File: src/rtl/trunc_sat_pipe_pkg.sv
// trunc_sat_pipe_pkg: skid state type and a reusable saturating-truncation helper
package trunc_sat_pipe_pkg;
  typedef enum logic [1:0] {EMPTY, ONE, TWO} skid_state_t;
  localparam int SAT_KW = 64;
  typedef struct packed {
    logic [SAT_KW-1:0] res;
    logic              sat;
  } sat_res_t;
  // k arrives already sign- or zero-extended to SAT_KW; only the low dout bits of res matter
  function automatic sat_res_t sat_trunc(input logic [SAT_KW-1:0] k, input int dout, input bit sgn);
    longint   ks, hi, lo;
    sat_res_t r;
    ks    = longint'(k);
    hi    = sgn ? (longint'(1) <<< (dout - 1)) - 64'sd1 : (longint'(1) <<< dout) - 64'sd1;
    lo    = sgn ? -(longint'(1) <<< (dout - 1)) : 64'sd0;
    r.sat = (ks > hi) || (ks < lo);
    r.res = (ks > hi) ? hi : (ks < lo) ? lo : k;
    return r;
  endfunction
endpackage

File: src/rtl/trunc_sat_pipe_skid_buf.sv
// skid_buf: 2-entry valid/ready register slice whose ready and valid are both state decodes
module skid_buf
  import trunc_sat_pipe_pkg::*;
#(
  parameter int W = 8
) (
  input  logic         clk,
  input  logic         rst,
  input  logic         i_valid,
  output logic         o_ready,
  input  logic [W-1:0] i_data,
  output logic         o_valid,
  input  logic         i_ready,
  output logic [W-1:0] o_data
);
  skid_state_t r_state, w_next;
  logic [W-1:0] r_main, r_skid;
  logic w_in, w_out, w_load_main, w_load_skid, w_pop_skid;
  assign o_valid = r_state != EMPTY;
  assign o_ready = r_state != TWO;
  assign o_data  = r_main;
  assign w_in    = i_valid & o_ready;
  assign w_out   = o_valid & i_ready;
  // state register
  always_ff @(posedge clk)
    if (!rst) r_state <= EMPTY;
    else r_state <= w_next;
  // next-state: occupancy moves up on input-only, down on output-only
  always_comb begin
    w_next = r_state;
    case (r_state)
      EMPTY:   w_next = w_in ? ONE : EMPTY;
      ONE:     w_next = (w_in && !w_out) ? TWO : (w_out && !w_in) ? EMPTY : ONE;
      TWO:     w_next = w_out ? ONE : TWO;
      default: w_next = EMPTY;
    endcase
  end
  // datapath steering: new word goes to main unless main is still held, then to skid
  always_comb begin
    w_load_main = w_in && (r_state == EMPTY || w_out);
    w_load_skid = w_in && r_state == ONE && !w_out;
    w_pop_skid  = w_out && r_state == TWO;
  end
  // main and skid data registers
  always_ff @(posedge clk)
    if (!rst) begin
      r_main <= '0;
      r_skid <= '0;
    end else begin
      if (w_load_main) r_main <= i_data;
      else if (w_pop_skid) r_main <= r_skid;
      if (w_load_skid) r_skid <= i_data;
    end
endmodule

File: src/rtl/trunc_sat_pipe.sv
// trunc_sat_pipe: drop SHIFT rounded-off bits, saturate to DOUT bits, skid-buffered output with saturation status
module trunc_sat_pipe
  import trunc_sat_pipe_pkg::*;
#(
  parameter int DIN    = 16,
  parameter int SHIFT  = 4,
  parameter int DOUT   = 8,
  parameter int SIGNED = 1,
  parameter int CNT_W  = 16
) (
  input  logic             clk,
  input  logic             rst,
  output logic             din_ready,
  input  logic             din_valid,
  input  logic [DIN-1:0]   din_data,
  input  logic             dout_ready,
  output logic             dout_valid,
  output logic [DOUT-1:0]  dout_data,
  input  logic             clr,
  output logic             sat_flag,
  output logic [CNT_W-1:0] sat_cnt
);
  localparam int KW = DIN - SHIFT;
  logic              w_ext, w_ev;
  logic [SAT_KW-1:0] w_k;
  sat_res_t          w_sr;
  logic [DOUT:0]     w_out_word;
  logic              r_sat_flag;
  logic [CNT_W-1:0]  r_sat_cnt;
  assign w_ext     = (SIGNED != 0) && din_data[DIN-1];
  assign w_k       = {{(SAT_KW - KW){w_ext}}, din_data[DIN-1:SHIFT]};
  assign w_sr      = sat_trunc(w_k, DOUT, SIGNED != 0);
  assign w_ev      = din_valid & din_ready & w_sr.sat;
  assign dout_data = w_out_word[DOUT-1:0];
  assign sat_flag  = r_sat_flag;
  assign sat_cnt   = r_sat_cnt;
  skid_buf #(.W(DOUT + 1)) u_skid (
    .clk     (clk),
    .rst     (rst),
    .i_valid (din_valid),
    .o_ready (din_ready),
    .i_data  ({w_sr.sat, w_sr.res[DOUT-1:0]}),
    .o_valid (dout_valid),
    .i_ready (dout_ready),
    .o_data  (w_out_word)
  );
  // status on acceptance: clr wipes history first, then the current event is applied
  always_ff @(posedge clk)
    if (!rst) begin
      r_sat_flag <= 1'b0;
      r_sat_cnt  <= '0;
    end else begin
      r_sat_flag <= (r_sat_flag & ~clr) | w_ev;
      r_sat_cnt  <= clr ? CNT_W'(w_ev) : (w_ev && !(&r_sat_cnt)) ? r_sat_cnt + 1'b1 : r_sat_cnt;
    end
endmodule

File: config.mk
export PLATFORM = sky130hd
export DESIGN_NAME = trunc_sat_pipe
export DESIGN_NICKNAME = d
export VERILOG_FILES = /design/src/rtl/trunc_sat_pipe_pkg.sv /design/src/rtl/trunc_sat_pipe_skid_buf.sv /design/src/rtl/trunc_sat_pipe.sv
export SDC_FILE = /design/constraint.sdc
export NUM_CORES = 1
export LEC_CHECK = 0
export CAP_MARGIN = 0
export CORE_ASPECT_RATIO = 2
export CORE_MARGIN = 2
export CORE_UTILIZATION = 51
export CTS_BUF_LIST = sky130_fd_sc_hd__clkbuf_16
export DETAILED_ROUTE_END_ITERATION = 16
export GPL_TIMING_DRIVEN = 1
export PLACE_DENSITY = 0.84
export SYNTH_ARGS = -nofsm -noshare
export SYNTH_HDL_FRONTEND = slang
export SYNTH_SLANG_ARGS = --single-unit
File: constraint.sdc
create_clock -name clk -period 4.5 [get_ports clk]
set_clock_uncertainty 0.1 [all_clocks]
set_input_delay 1.35 -clock clk [delete_from_list [all_inputs] [get_ports clk]]
set_output_delay 1.35 -clock clk [all_outputs]
set_load 0.02 [all_outputs]
---- After elaboration in Yosys (flattened, before gate mapping) ----
Cells that the tools add are included.
operators by class
  $add $sub $neg .......................... 1
  magnitude comparators ................... 2
  eq/ne operators ......................... 3
  multiplexer cells ....................... 11
  bitwise logic cells ..................... 7
  reduce and logical (&&, ||, !) cells .... 18
operators with widths
  operator                                                         number
  2-to-1 mux 8 bit                                                 4
  adder 16 x 1 -> 16 bit (second input constant)                   1
  AND reduction 16 bit                                             1
  greater-than comparator 12 x 8 -> 1 bit (second input constant)  1
  less-than comparator 12 x 8 -> 1 bit (second input constant)     1
  logical AND 1 bit                                                7
  case mux 2 bit (3 select lines)                                  1
  nonzero test 2 bit                                               3
  bitwise AND 1 bit                                                4
  2-to-1 mux 1 bit                                                 4
  2-to-1 mux 2 bit                                                 2
  logical NOT 1 bit                                                3
  == test 2 x 1 -> 1 bit (second input constant)                   1
  == test 2 bit (second input constant)                            1
  logical NOT 2 bit                                                1
  logical OR 1 bit                                                 2
  != test 2 bit (second input constant)                            1
  inverter 1 bit                                                   2
  OR reduction 2 bit                                               1
  bitwise OR 1 bit                                                 1
word-level totals
  bits in registers ....................... 35
  output and inout port bits .............. 27
  logic and storage cells ................. 48

---- Logic depth before layout (Yosys ltp) ----
  depth in word-level cells ............... 7
  gate-level depth with buffers ........... 7
  gate-level depth less buffers ........... 7

---- Hierarchy ----
Synthesis repeated with hierarchy kept, for this count alone.
unflattened totals
  cell total of the unflattened synthesis .. 212
  area, all modules ....................... 1935.6 µm²
by module, submodules not included
  module          times used  cells each  area an instance (µm²)
  trunc_sat_pipe  1           113         1018.5
  skid_buf        1           99          917.1

---- Worst setup path before layout ----
No wires, ideal clock.
  path type ............................... input port to flip-flop
  start ................................... input din_data[11]
  end ..................................... register r_sat_cnt[13], in the netlist sat_cnt[13]
  library setup time ...................... 70 ps
  data arrival time ....................... 3050 ps
  required time ........................... 4330 ps
  setup slack ............................. 1280 ps
  stages .................................. 6
  path buffers ............................ 1
  path through ............................ and4_4 -> mux2_4 -> or4_1 -> buf_2 -> or4_1 -> a21oi_1
between the ends
  cells in the longest elaborated chain, start to end .. 4
  elaborated cells between the ends (all ways) .. 5
  those cells by class .................... order compare: 2; bitwise: 1; reduce/logical: 2
RTL lines
  what                                                                                                    line                      text
  start: declaration                                                                                      trunc_sat_pipe.sv:15      input logic [DIN-1:0] din_data,
  greater-than comparator 12 x 8 -> 1 bit / less-than comparator 12 x 8 -> 1 bit (equally long branches)  trunc_sat_pipe_pkg.sv:16  r.sat = (ks > hi) || (ks < lo);
  logical OR 1 bit *                                                                                      trunc_sat_pipe_pkg.sv:16
  bitwise AND 1 bit *                                                                                     trunc_sat_pipe.sv:33      assign w_ev = din_valid & din_ready & w_sr.sat;
  logical AND 1 bit *                                                                                     trunc_sat_pipe.sv:54      r_sat_cnt <= clr ? CNT_W'(w_ev) : (w_ev && !(&r_sat_cnt)) ? r_sat_cnt + 1'b1 : r_sat_cnt;
  end signal: assignment                                                                                  trunc_sat_pipe.sv:54
  end: declaration                                                                                        trunc_sat_pipe.sv:29      logic [CNT_W-1:0] r_sat_cnt;
Mark *: on every way between the ends. The rest lies on a longest branch, timed or not.
A chain may end at the register's enable or synchronous reset.

---- Final worst setup path ----
  start ................................... input din_data[15]
  end ..................................... register r_sat_cnt[13], in the netlist sat_cnt[13]
The elaborated chain is that of the path after synthesis.

==> out/qor.csv <==
stage,metric,value,unit
worst_setup_path,Critical Path Source Type,input pin,
placed_design,Placer Congestion,0.851,
placed_design,HPWL Detailed,2.84,mm
clock_network,Skew-Pair Late Insertion Delay,0.28,ns
sta,final worst-path cycle share,0.771,
placed_design,PortBufs,43,
floorplan,Chip Width,45.2,um
sta,Slew Limit Headroom,0.537,
clock_network,hold bufs inserted after CTS,0,
global_route,Total GRT Usage,0.227,
routing,Wirelength per Cell,13.7,um
worst_setup_path,CP cell instances,clkdlybuf4s50_1 > inv_2 > mux2_4 > or4_1 > or4_1 > a21oi_1,
clock_network,clock tree root buffer cell,clkbuf_16,
routing,post-route ant nets,0,
layout,register area,701,um2
synthesis,Post-synth EDFFs,0,
power_and_ir_drop,power per cell area,324,mW/mm2
clock_network,clock slew at reported path FFs,0.05,ns
global_route,GR Util met1,0.275,
layout,Final Util,0.702,
power_and_ir_drop,P_leak,0.901,nW
sta,slew of the pin with the lowest slew margin,0.690,ns
floorplan,die area,0.00391,mm2
synthesis,Compound-Gate Fraction of Synth Area,0.142,
sta,Hold Slack,0.419,ns
layout,multi-input logic area,981,um2
synthesis,Synth Warn #,0,
sta,Period minus WS final,3.47,ns
layout,Fillers,274,
synthesis,Simple-Gate Fraction of Synth Area,0.329,
worst_hold_path,Hold Crit Depth,2,
clock_network,CTS tree,built,
routing,Post-Route WL,3.98,mm
worst_setup_path,Critical Path RT,4.61,ns
synthesis,sequential share of the synthesized area,0.405,
synthesis,Syn Inst Count,214,
synthesis,Syn Nets,237,
global_route,pin count of the biggest net entering global routing,24,
synthesis,main combinational cell family by area after synthesis,simple AND/OR/NAND/NOR gates,
layout,"Design Area, Final",0.00232,mm2
clock_network,CTS Buf Count,5,
routing,DRC errors left,0,
sta,TNS Setup,0,ns
synthesis,Post-Synth Adder-Cell Area,0.0145,
layout,# nets final,281,
floorplan,DIE HEIGHT,86.4,um
routing,Pre-Repair DR Iteration Count,4,
run,Max Cap Viol,0,
clock_network,postcts setup bufs,0,
sta,fmax,288,MHz
worst_setup_path,Reg2Reg Capture Point,sat_cnt[13],
layout,diode count,0,
routing,DRT iter0 DRCs,46,
global_route,met2 layer usage reported by global route,0.369,
worst_hold_path,worst hold start,sat_cnt[6],
placed_design,placed inst area,0.00218,mm2
global_route,"Remaining Overflow, GRT",0,
power_and_ir_drop,worst vdd ir,0.264,mV
worst_setup_path,Worst Setup End Kind,flop,
worst_setup_path,flop2flop setup slack,2.28,ns
worst_setup_path,Reg2Reg Depth,6,
routing,Vias,1698,
global_route,initial antenna violation count,0,
synthesis,Yosys reg bits,35,
layout,non-filler instance count after layout,291,
floorplan,IO Pins,48,
worst_hold_path,hold endpoint,sat_cnt[6],
global_route,gr busiest metal,met2,
routing,detail-routed via count per cell,5.84,
global_route,met3 GRT Util,0.0563,
clock_network,Clock Tree Buf Depth,2,
worst_setup_path,CP Data Arrival Time,3.58,ns
synthesis,Post-synth ARST share,0,
sta,final setup violating endpoints,0,
worst_setup_path,delay of the slowest critical-path stage,0.62,ns
sta,Final Hold Fails,0,
clock_network,H-tree Lvls,2,
sta,RSZ-0062 raised after global routing,false,
floorplan,initial core utilization,0.524,
clock_network,post-cts resize count,0,
synthesis,Syn Area/Cell,8.09,um2
sta,"Slew Viols, Final",0,
synthesis,mapped cell area,0.00173,mm2
worst_setup_path,Reg2Reg Launch Point,sat_cnt[0],
layout,Layout area overhead,34.0,%
floorplan,num rows,30,
worst_setup_path,CP max-delay cell,or4_1,
outcome,outcome,"complete, no violations",
global_route,first-pass GRT wire length,6.73,mm
worst_setup_path,crit path max fanout,8,
clock_network,Clock Sinks,35,
synthesis,Synth Area in XOR/XNOR,0.0152,
worst_hold_path,Hold Crit Class,flop to flop,
synthesis,mux cell area share after synthesis,0.0665,
placed_design,placed cells,283,
floorplan,Core Box Area,0.00330,mm2
layout,layout cell share with drive strength beyond 1,0.0425,
worst_setup_path,"Top cell by count, worst path",or4_1,
global_route,vias in the first global route,1599,
worst_setup_path,critical setup path kind,input pin to flop,
synthesis,"Top FF cell, synth",dfxtp_1,
synthesis,Synth cell types,35,
==> cell type report <==
type                       count  area share
tap                           32      0.0173
clock buffer                   5      0.0539
sequential                    35       0.302
timing repair buffer          44       0.189
multi-input combinational    166       0.423
clock inverter                 3     0.00539
inverter                       6     0.00971
==> critical path, delay by kind of cell <==
family,cells,cell delay [ns]
multiplexers,1,0.32
AO/OA/AOI/OAI,1,0.14
buffers and inverters,2,0.61
AND/OR/NAND/NOR,2,1.15
==> state kept, by name, summed over array words and instances, names as in the netlist <==
register / count
sat_cnt: 16
sat_flag: 1
u_skid.o_data: 8
u_skid.r_skid: 8
u_skid.r_state: 2
==> metrics by stage <==
step | setup WS, ns | total power [mW]
final | 1.03 | 0.752
after global routing | 0.898 | 0.778
after CTS | 1.04 | 0.757
after detailed placement | 0.772 | 0.437
after global placement | 0.776 | 0.434
after floorplan | 1.28 | 0.391
==> power by group <==
| part | internal (mW) | total [mW] | switching (mW) | leakage, nW |
|---|---|---|---|---|
| Clock | 0.200 | 0.321 | 0.122 | 0.0762 |
| Sequential | 0.322 | 0.329 | 0.00757 | 0.285 |
| Combinational | 0.0497 | 0.102 | 0.0522 | 0.540 |
==> synthesized netlist by cell type, types with 4 or more instances <==
cell type | instances | area, um2
nand4_1 | 6 | 37.5
clkbuf_1 | 6 | 22.5
mux2i_1 | 10 | 100
or3_1 | 6 | 37.5
nor4_1 | 5 | 31.3
inv_1 | 5 | 18.8
nor2b_1 | 4 | 25.0
a21oi_1 | 12 | 60.1
and2_1 | 9 | 56.3
nand3_1 | 10 | 50.1
and3_1 | 8 | 50.1
nor2_1 | 8 | 30.0
dfxtp_1 | 35 | 701
or4_1 | 8 | 60.1
nand2_1 | 33 | 124
o31ai_1 | 4 | 30.0
o21ai_0 | 22 | 110
==> worst max path at each step <==
stage | from | end | slack [ns] | cells past startpoint
detailed placement | din_data[15] | sat_cnt[13] | 0.77 | 6
CTS | din_data[15] | sat_cnt[13] | 1.04 | 6
floorplan | din_data[11] | sat_cnt[13] | 1.28 | 6
global placement | din_data[15] | sat_cnt[13] | 0.78 | 6
global route | din_data[11] | sat_cnt[13] | 0.90 | 6
finish | din_data[15] | sat_cnt[13] | 1.03 | 6
==> per-layer routing <==
layer | wire length, um | vias up | share of wire
li1 | - | 861 | -
met1 | 1790 | 781 | 0.45
met2 | 1950 | 48 | 0.49
met3 | 179 | 8 | 0.045
met4 | 66 | 0 | 0.017
met5 | 0 | - | 0
==> layout by cell type, fill, tap and decap left out, drive strengths merged, types with 2 or more instances in the layout <==
| master | netlist | layout |
|---|---|---|
| nand4 | 6 | 6 |
| inv | 6 | 8 |
| nor2b | 4 | 4 |
| and4 | 2 | 2 |
| o211ai | 2 | 2 |
| nor2 | 8 | 8 |
| o31ai | 4 | 4 |
| xnor2 | 2 | 2 |
| and3 | 8 | 8 |
| mux2i | 10 | 10 |
| and2 | 9 | 9 |
| clkdlybuf4s50 | 0 | 43 |
| or4 | 8 | 8 |
| clkbuf | 6 | 5 |
| nand3 | 10 | 10 |
| a21oi | 12 | 12 |
| nand2 | 33 | 33 |
| ha | 2 | 2 |
| nand2b | 2 | 2 |
| nor4 | 5 | 5 |
| o21ai | 23 | 23 |
| or3 | 6 | 6 |
| dfxtp | 35 | 35 |
| o21a | 2 | 2 |
==> cell families (layout without fill, tap and decap cells) <==
group / count (synthesis) / count (layout)
and+or+nand+nor: 106 / 106
AOI/OAI and AO/OA: 44 / 44
DFF: 35 / 35
buffers and inverters: 13 / 58
muxes: 11 / 11
xor gates and xnor gates: 3 / 3
adders and majority gates: 2 / 2
Power figures use the tool's default switching activity.
